<file path="src/rtl/genesis_pad_responder_if.sv">
// Pad bus between a Genesis/Master System console (master) and the pad responder (slave).
//   iSELECT     : console SELECT/TH line, asynchronous to the responder clock, idle high
//   iBUTTONS    : {Z,Y,X,M,S,C,B,A,U,D,L,R}, 1 = pressed
//   iSIX_BUTTON : 1 = 6-button protocol, 0 = 3-button protocol
//   oPAD        : {C/Start, B/A, Up/Z, Down/Y, Left/X, Right/Mode}, active-low
//   oPHASE      : current phase counter (debug)
interface genesis_pad_responder_if;
  logic        iSELECT;
  logic [11:0] iBUTTONS;
  logic        iSIX_BUTTON;
  logic [5:0]  oPAD;
  logic [2:0]  oPHASE;

  modport master (
    output iSELECT,
    output iBUTTONS,
    output iSIX_BUTTON,
    input  oPAD,
    input  oPHASE
  );

  modport slave (
    input  iSELECT,
    input  iBUTTONS,
    input  iSIX_BUTTON,
    output oPAD,
    output oPHASE
  );
endinterface

</file>
<file path="src/rtl/genesis_pad_responder.sv">
// Device-side Genesis/Master System gamepad emulator. Tracks the console's SELECT line,
// counts SELECT edges into a 3-bit phase, and drives the six active-low pad lines with the
// 3-button or 6-button multiplexed button pattern for that phase.
//   TIMEOUT  : SELECT idle cycles before the phase counter falls back to its start
//   iCLK     : system clock
//   iN_RESET : synchronous active-low reset
//   bus      : pad bus (slave side), see genesis_pad_responder_if
module genesis_pad_responder #(
  parameter int unsigned TIMEOUT = 75000
) (
  input logic                     iCLK,
  input logic                     iN_RESET,
  genesis_pad_responder_if.slave  bus
);

  localparam int unsigned IdleW = $clog2(TIMEOUT + 1);

  logic             s1_q, s1_d;
  logic             s2_q, s2_d;
  logic             s3_q, s3_d;
  logic [2:0]       phase_q, phase_d;
  logic [IdleW-1:0] idle_q, idle_d;
  logic [5:0]       pad_q, pad_d;
  logic             sel_edge;

  logic btn_z, btn_y, btn_x, btn_m, btn_s, btn_c, btn_b, btn_a, btn_u, btn_d, btn_l, btn_r;
  logic [5:0] pad_hi, pad_lo, pad_id, pad_ext, pad_p7;

  assign {btn_z, btn_y, btn_x, btn_m, btn_s, btn_c,
          btn_b, btn_a, btn_u, btn_d, btn_l, btn_r} = bus.iBUTTONS;

  // Candidate line patterns; forced-low/high lines are literal, the rest are inverted presses.
  assign pad_hi  = ~{btn_c, btn_b, btn_u, btn_d, btn_l, btn_r};
  assign pad_lo  = {~btn_s, ~btn_a, ~btn_u, ~btn_d, 2'b00};
  assign pad_id  = {~btn_s, ~btn_a, 4'b0000};
  assign pad_ext = ~{btn_c, btn_b, btn_z, btn_y, btn_x, btn_m};
  assign pad_p7  = {~btn_s, ~btn_a, 4'b1111};

  always_comb begin
    s1_d     = bus.iSELECT;
    s2_d     = s1_q;
    s3_d     = s2_q;
    sel_edge = s2_q ^ s3_q;
    phase_d  = phase_q;
    idle_d   = idle_q;

    // An edge beats the timeout when both land in the same cycle.
    if (sel_edge) begin
      idle_d  = '0;
      phase_d = phase_q + 3'd1;
    end else if (idle_q != IdleW'(TIMEOUT)) begin
      idle_d = idle_q + IdleW'(1);
    end else begin
      phase_d = {2'b00, ~s2_q};
    end

    // Mapping uses the next phase so the lines change on the same edge as oPHASE.
    if (bus.iSIX_BUTTON) begin
      pad_d = pad_hi;
      case (phase_d)
        3'd1, 3'd3: pad_d = pad_lo;
        3'd5:       pad_d = pad_id;
        3'd6:       pad_d = pad_ext;
        3'd7:       pad_d = pad_p7;
        default:    pad_d = pad_hi;
      endcase
    end else begin
      pad_d = s2_q ? pad_hi : pad_lo;
    end
  end

  always_ff @(posedge iCLK) begin
    if (!iN_RESET) begin
      s1_q    <= 1'b1;
      s2_q    <= 1'b1;
      s3_q    <= 1'b1;
      phase_q <= 3'd0;
      idle_q  <= '0;
      pad_q   <= 6'b111111;
    end else begin
      s1_q    <= s1_d;
      s2_q    <= s2_d;
      s3_q    <= s3_d;
      phase_q <= phase_d;
      idle_q  <= idle_d;
      pad_q   <= pad_d;
    end
  end

  assign bus.oPAD   = pad_q;
  assign bus.oPHASE = phase_q;

endmodule

</file>
<file path="src/flat_wrapper.sv">
// flat-port wrapper written by rule: the top's interface ports become plain ports
module genesis_pad_responder_flat 
#(
  parameter int unsigned TIMEOUT = 75000
)
  (iCLK, iN_RESET, bus_iSELECT, bus_iBUTTONS, bus_iSIX_BUTTON, bus_oPAD, bus_oPHASE);
  genesis_pad_responder_if bus_i ();
  input logic iCLK;
  input logic iN_RESET;
  input wire logic [$bits(bus_i.iSELECT)-1:0] bus_iSELECT;
  input wire logic [$bits(bus_i.iBUTTONS)-1:0] bus_iBUTTONS;
  input wire logic [$bits(bus_i.iSIX_BUTTON)-1:0] bus_iSIX_BUTTON;
  output wire logic [$bits(bus_i.oPAD)-1:0] bus_oPAD;
  output wire logic [$bits(bus_i.oPHASE)-1:0] bus_oPHASE;
  assign bus_i.iSELECT = bus_iSELECT;
  assign bus_i.iBUTTONS = bus_iBUTTONS;
  assign bus_i.iSIX_BUTTON = bus_iSIX_BUTTON;
  assign bus_oPAD = bus_i.oPAD;
  assign bus_oPHASE = bus_i.oPHASE;
  genesis_pad_responder #(.TIMEOUT(TIMEOUT)) u_core (.iCLK(iCLK), .iN_RESET(iN_RESET), .bus(bus_i));
endmodule
</file>
<file path="config.mk">
export PLATFORM = sky130hd
export DESIGN_NAME = genesis_pad_responder_flat
export DESIGN_NICKNAME = d
export VERILOG_FILES = /design/src/rtl/genesis_pad_responder_if.sv /design/src/rtl/genesis_pad_responder.sv /design/src/flat_wrapper.sv
export SDC_FILE = /design/constraint.sdc
export NUM_CORES = 1
export LEC_CHECK = 0
export ABC_AREA = 1
export BUFFER_PORTS_ARGS = -buffer_cell sky130_fd_sc_hd__clkbuf_2
export CAP_MARGIN = 20
export CORE_UTILIZATION = 59
export CTS_CLUSTER_DIAMETER = 60
export DETAILED_ROUTE_END_ITERATION = 6
export PLACE_DENSITY = 0.93
export SLEW_MARGIN = 0
export SYNTH_ARGS = -nofsm -noshare
export SYNTH_HDL_FRONTEND = slang
export SYNTH_SLANG_ARGS = --single-unit
export TNS_END_PERCENT = 10
</file>
<file path="constraint.sdc">
create_clock -name iCLK -period 3.85 [get_ports iCLK]
set_input_delay 0.1925 -clock iCLK [delete_from_list [all_inputs] [get_ports iCLK]]
set_output_delay 0.1925 -clock iCLK [all_outputs]
set_load 0.1 [all_outputs]
</file>
=== Word-level counts from Yosys, hierarchy flattened ===
Cells that the tools add are included.
W data, S select, Z words.

* Reduce and logical (&&, ||, !) cells: 2
* Shifts and indexed selects: 0
* Divide/modulo/power cells: 0
* Eq/ne operators: 6
* $mul: 0
* $lt $le $gt $ge: 0
* Bitwise logic cells: 9
* Mux-type cells: 5
* Add/sub/neg operators: 2

{| class="wikitable"
|+ Operators by type and width
! operator !! number
|-
| $pmux W6 S4 || 1
|-
| $add A17 B1 Y17 const B || 1
|-
| $ne A17 B17 Y1 const B || 1
|-
| $mux W6 || 2
|-
| $not A6 Y6 || 2
|-
| $eq A3 B3 Y1 const B || 3
|-
| $mux W3 || 2
|-
| $not A1 Y1 || 6
|-
| $reduce_or A2 Y1 || 2
|-
| $add A3 B1 Y3 const B || 1
|-
| $eq A3 B1 Y1 const B || 1
|-
| $eq A3 B2 Y1 const B || 1
|-
| $xor A1 B1 Y1 || 1
|}

* Register bits: 29
* Latch bits: 0
* RAM bits: 0
* Memories: 0
* Input bits: 16
* Bits in read-only memories: 0

=== Logic depth before layout (Yosys ltp) ===
* Depth after elaboration: 7
* Depth in mapped cells: 12

=== Worst setup path after synthesis ===
Ideal clock, no wire load.

* Path kind: reg2reg
* Start point: register u_core.phase_q[1], in the netlist u_core.bus.oPHASE[1]
* End point: register u_core.pad_q[2], in the netlist u_core.bus.oPAD[2]
* Path buffers: 0
* Stages on the path, launching flop included: 9
* Required time: 3.787 ns
* Setup slack: 1.888 ns
* Period minus slack after synthesis: 1.962 ns
* Arrival: 1.900 ns
* Cells stage by stage: dfxtp_1 > ha_1 > a21o_1 > nand2_1 > nor2_1 > nand2_1 > nor2_1 > nand2_1 > nand3_1

* Cells in the longest elaborated chain, start to end: 6

{| class="wikitable"
|+ RTL lines
! element !! line !! text
|-
| start, declared || genesis_pad_responder.sv:21 || <nowiki>logic [2:0] phase_q, phase_d;</nowiki>
|-
| start signal, assigned || genesis_pad_responder.sv:84 || <nowiki>phase_q <= phase_d;</nowiki>
|-
| $add A3 B1 Y3 / $mux W3 (equally long branches) || genesis_pad_responder.sv:50, genesis_pad_responder.sv:51 ||
|-
| $mux W3 (*) || genesis_pad_responder.sv:48 || <nowiki>if (sel_edge) begin</nowiki>
|-
| $eq A3 B1 Y1 / $eq A3 B2 Y1 (equally long branches) || genesis_pad_responder.sv:60 || <nowiki>case (phase_d)</nowiki>
|-
| $reduce_or A2 Y1 || genesis_pad_responder.sv:60 ||
|-
| $pmux W6 S4 (*) || genesis_pad_responder.sv:60 ||
|-
| $mux W6 (*) || genesis_pad_responder.sv:58 || <nowiki>if (bus.iSIX_BUTTON) begin</nowiki>
|-
| end signal, assigned || genesis_pad_responder.sv:86 || <nowiki>pad_q <= pad_d;</nowiki>
|-
| end, declared || genesis_pad_responder.sv:23 || <nowiki>logic [5:0] pad_q, pad_d;</nowiki>
|}

Every way passes the cells marked *; elsewhere a longest branch is shown, timed or not.
A chain may end at the register's enable or synchronous reset.

=== Worst setup path in the final report ===
* Start point: register u_core.idle_q[0]
* End point: register u_core.pad_q[3], in the netlist u_core.bus.oPAD[3]

* Cells in the longest elaborated chain, start to end: 7

{| class="wikitable"
|+ RTL lines
! element !! line !! text
|-
| start, declared || genesis_pad_responder.sv:22 || <nowiki>logic [IdleW-1:0] idle_q, idle_d;</nowiki>
|-
| start signal, assigned || genesis_pad_responder.sv:85 || <nowiki>idle_q <= idle_d;</nowiki>
|-
| $ne A17 B17 Y1 (*) || genesis_pad_responder.sv:51 || <nowiki>end else if (idle_q != IdleW'(TIMEOUT)) begin</nowiki>
|-
| $mux W3 (*) || genesis_pad_responder.sv:51 ||
|-
| $mux W3 (*) || genesis_pad_responder.sv:48 ||
|-
| $eq A3 B1 Y1 / $eq A3 B2 Y1 (equally long branches) || genesis_pad_responder.sv:60 ||
|-
| $reduce_or A2 Y1 || genesis_pad_responder.sv:60 ||
|-
| $pmux W6 S4 (*) || genesis_pad_responder.sv:60 ||
|-
| $mux W6 (*) || genesis_pad_responder.sv:58 ||
|}

Marked as above.

==> summary.md <==
| Metric | Value |
|---|---|
| Sw Ratio | `a little under a third` |
| DP Area | `between 1500 and 2000 um^2` |
| Final HPWL DP | `2240 um` |
| Critical Path Start Type | `flip-flop` |
| Port-buffer cells | `24` |
| Root Buffer | `clkbuf_4` |
| Worst hold margin | `38.9 ps` |
| Fin crit period | `roughly 1700 ps` |
| DR vias/cell | `about 5.3` |
| CTS HTree Levels | `2` |
| F_max | `0.577 GHz` |
| Area grow syn2layout | `14.5%` |
| Setup violators final | `0` |
| Most frequent cells in the layout | `nand2_1 (59), inv_1 (30), dfxtp_1 (29)` |
| Most used cell, CP | `nand2_1` |
| Hold buffers post-CTS | `0` |
| Post-Syn Nets | `235` |
| Register area share after synthesis | `approximately two fifths` |
| Maximum VDD drop | `a little under 0.3 mV` |
| Inst Count DP | `266` |
| Final period utilization | `45.0%` |
| Hold crit path type | `input port to flip-flop` |
| Crit path cell chain | `inv_1 > ha_1 > nand3b_1 > nor2_2 > nand3_2 > nand3_1 > nand2_1 > clkinv_1 > nand2_1 > nand2_1 > nand2_1 > nand3_1` |
| # IOs | `25` |
| WL final | `around 3200 um` |
| Wire per inst | `11.6 um` |
| Fraction of layout cells with a size suffix above 1 | `21.1%` |
| Cell Count, Final, Fillers Out | `~270` |
| Commonest non-fill, non-tap cell in the layout | `nand2_1` |
| RSZ-0062 raised after global routing | `false` |
| Reg power frac | `49.6%` |
| Max-slew violations | `0` |
| First-pass GRT wire length | `5240 um` |
| Layout Nets | `264` |
| CTS Buffer Depth | `2` |
| Die width | `52.2 um` |
| N_diodes | `0` |
| Power share of the clock group | `between 30% and 40%` |
| CP Max Fanout | `8` |
| Vias | `between 1000 and 1500` |
| Pwr dens | `about 370 nW/um^2` |
| Total die area | `2730 um^2` |
| WP data required | `4090 ps` |
| Leakage Power | `0.000795 uW` |
| Mapped Area | `1490 um^2` |
| Clk Latency, worst-skew pair | `350 ps` |
| Global placer's final weighted congestion | `0.840` |
| TritonCTS Buffers | `5` |
| Synthesized area per cell | `6.89 um^2` |
| Synth cell types | `30` |
| Initial antenna violation count | `0` |
| Grt ovf | `0` |
| Int Power | `439 uW` |
| Initial cell density of the core | `64.8%` |
| Slowest stage delay, CP | `430 ps` |
| Fin area | `~1700 um^2` |
| CTS tree | `yes` |
| Post_cts resized | `0` |
| Initial DRT Pass Iterations | `4` |
| Maxcap violations | `0` |
| # DRC | `0` |
| All-Layer GR Usage | `27.0%` |
| CP Class | `flip-flop to flip-flop` |
| NetSw | `about 200 uW` |
| # clock sinks | `29` |
| Vias in the first global route | `1268` |
| Clock transition at the registers of the reported paths | `100 ps` |
| Relative slew slack | `63.5%` |
| # rows | `17` |
| Ys Warns | `0` |
| Syn Inst Count | `216` |
| Setup TNS Final | `0 ps` |
| Clock Skew | `between 5 and 6 ps` |
| Largest net degree at the start of global routing | `14` |
| Slew @ Worst Pin | `550 ps` |
| Post-CTS Setup Bufs | `0` |
| Final count of hold timing violations | `0` |
| Final total power | `637 uW` |
| CP arrival | `1970 ps` |
| Core Area | `2300 um^2` |
| Comb power frac | `about 16%` |
| CP Capture Type | `flip-flop` |
| FF+latch count, synth | `29` |
| Die H | `52.2 um` |
| Slowest cell on crit path | `dfxtp_1` |
| Antenna Nets Post-Route | `0` |
| Number of DRC markers in iteration 0 | `42` |
| Run status | `completed` |
metrics by stage:
step	setup slack, ps	utilization, %
3_5_place_dp	2150	71.2
4_1_cts	2110	74.2
3_3_place_gp	2190	71.2
6_report	2120	74.2
2_1_floorplan	1890	-
5_1_grt	1870	74.2
synthesized netlist by cell type, drive strengths merged:
cell type   n  area share, %
nand3b      1           0.50
clkinv      1           0.25
nand3      16            6.4
clkbuf      1           0.25
buf         1           0.34
a31oi       1           0.42
or2         5            2.1
ha          3            2.5
o21a        2            1.0
dfxtp      29             39
a221oi      1           0.59
inv        32            8.1
a21oi      16            5.6
nor2       22            6.9
o21ai       5            1.7
nor3        8            3.4
a21o        1           0.50
o31ai       2            1.0
nand4       4            1.7
nand2      64             17
or3         1           0.42
cell type report:
class | instances | area (um^2)
Multi-Input combinational cell | 152 | 776
Fill cell | 188 | 592
Sequential cell | 29 | 581
Inverter | 33 | 124
Timing Repair Buffer | 24 | 120
Clock buffer | 7 | 65.1
Tap cell | 28 | 35.0
Clock inverter | 1 | 5.00
metal layers:
metal  vias up  track usage, %  part of all wire [%]
met5         -               0                     0
met4         0            12.7                  0.97
met3         4            9.57                   5.2
met2        35            40.2                    46
met1       668            34.7                    48
li1        749               -                     -
power groups by stage:
stage / Combinational [uW] / Clock [uW] / Sequential [uW]
after floorplan: 37.5 / 0 / 363
after global placement: 98.7 / 0 / 322
after detailed placement: 100 / 0 / 322
after CTS: 101 / 221 / 315
after global routing: 110 / 233 / 317
final: 101 / 220 / 316
flip-flops by register name (all words and copies together) (netlist names):
| signal | count |
|---|---|
| u_core.bus.oPAD | 6 |
| u_core.s1_q | 1 |
| u_core.s3_q | 1 |
| u_core.s2_q | 1 |
| u_core.bus.oPHASE | 3 |
| u_core.idle_q | 17 |
final timing paths:
kind,start,to,slack [ps],depth (start not counted)
setup / recovery,u_core.idle_q[0],u_core.bus.oPAD[3],2120,12
hold / removal,bus_iSELECT,u_core.s1_q,40,2
setup reg to reg,u_core.idle_q[0],u_core.bus.oPAD[3],2120,12
hold reg to reg,u_core.s1_q,u_core.s2_q,430,1
cell families (layout without fill, tap and decap cells):
kind of cell / count (synthesis) / in the layout / synth area share [%]
buffers and inverters: 35 / 65 / 8.91
adder cells (fa/ha/maj): 3 / 3 / 2.52
flip-flops: 29 / 29 / 39.0
AO/OA/AOI/OAI: 28 / 28 / 10.8
AND/OR/NAND/NOR: 121 / 121 / 38.7
critical path, delay by kind of cell, from the launching register on:
family,cells,cell delay [ps]
buffers and inverters,2,190
adders and majority gates,1,190
and+or+nand+nor,9,800
DFF,1,430
Power figures use the tool's default switching activity.
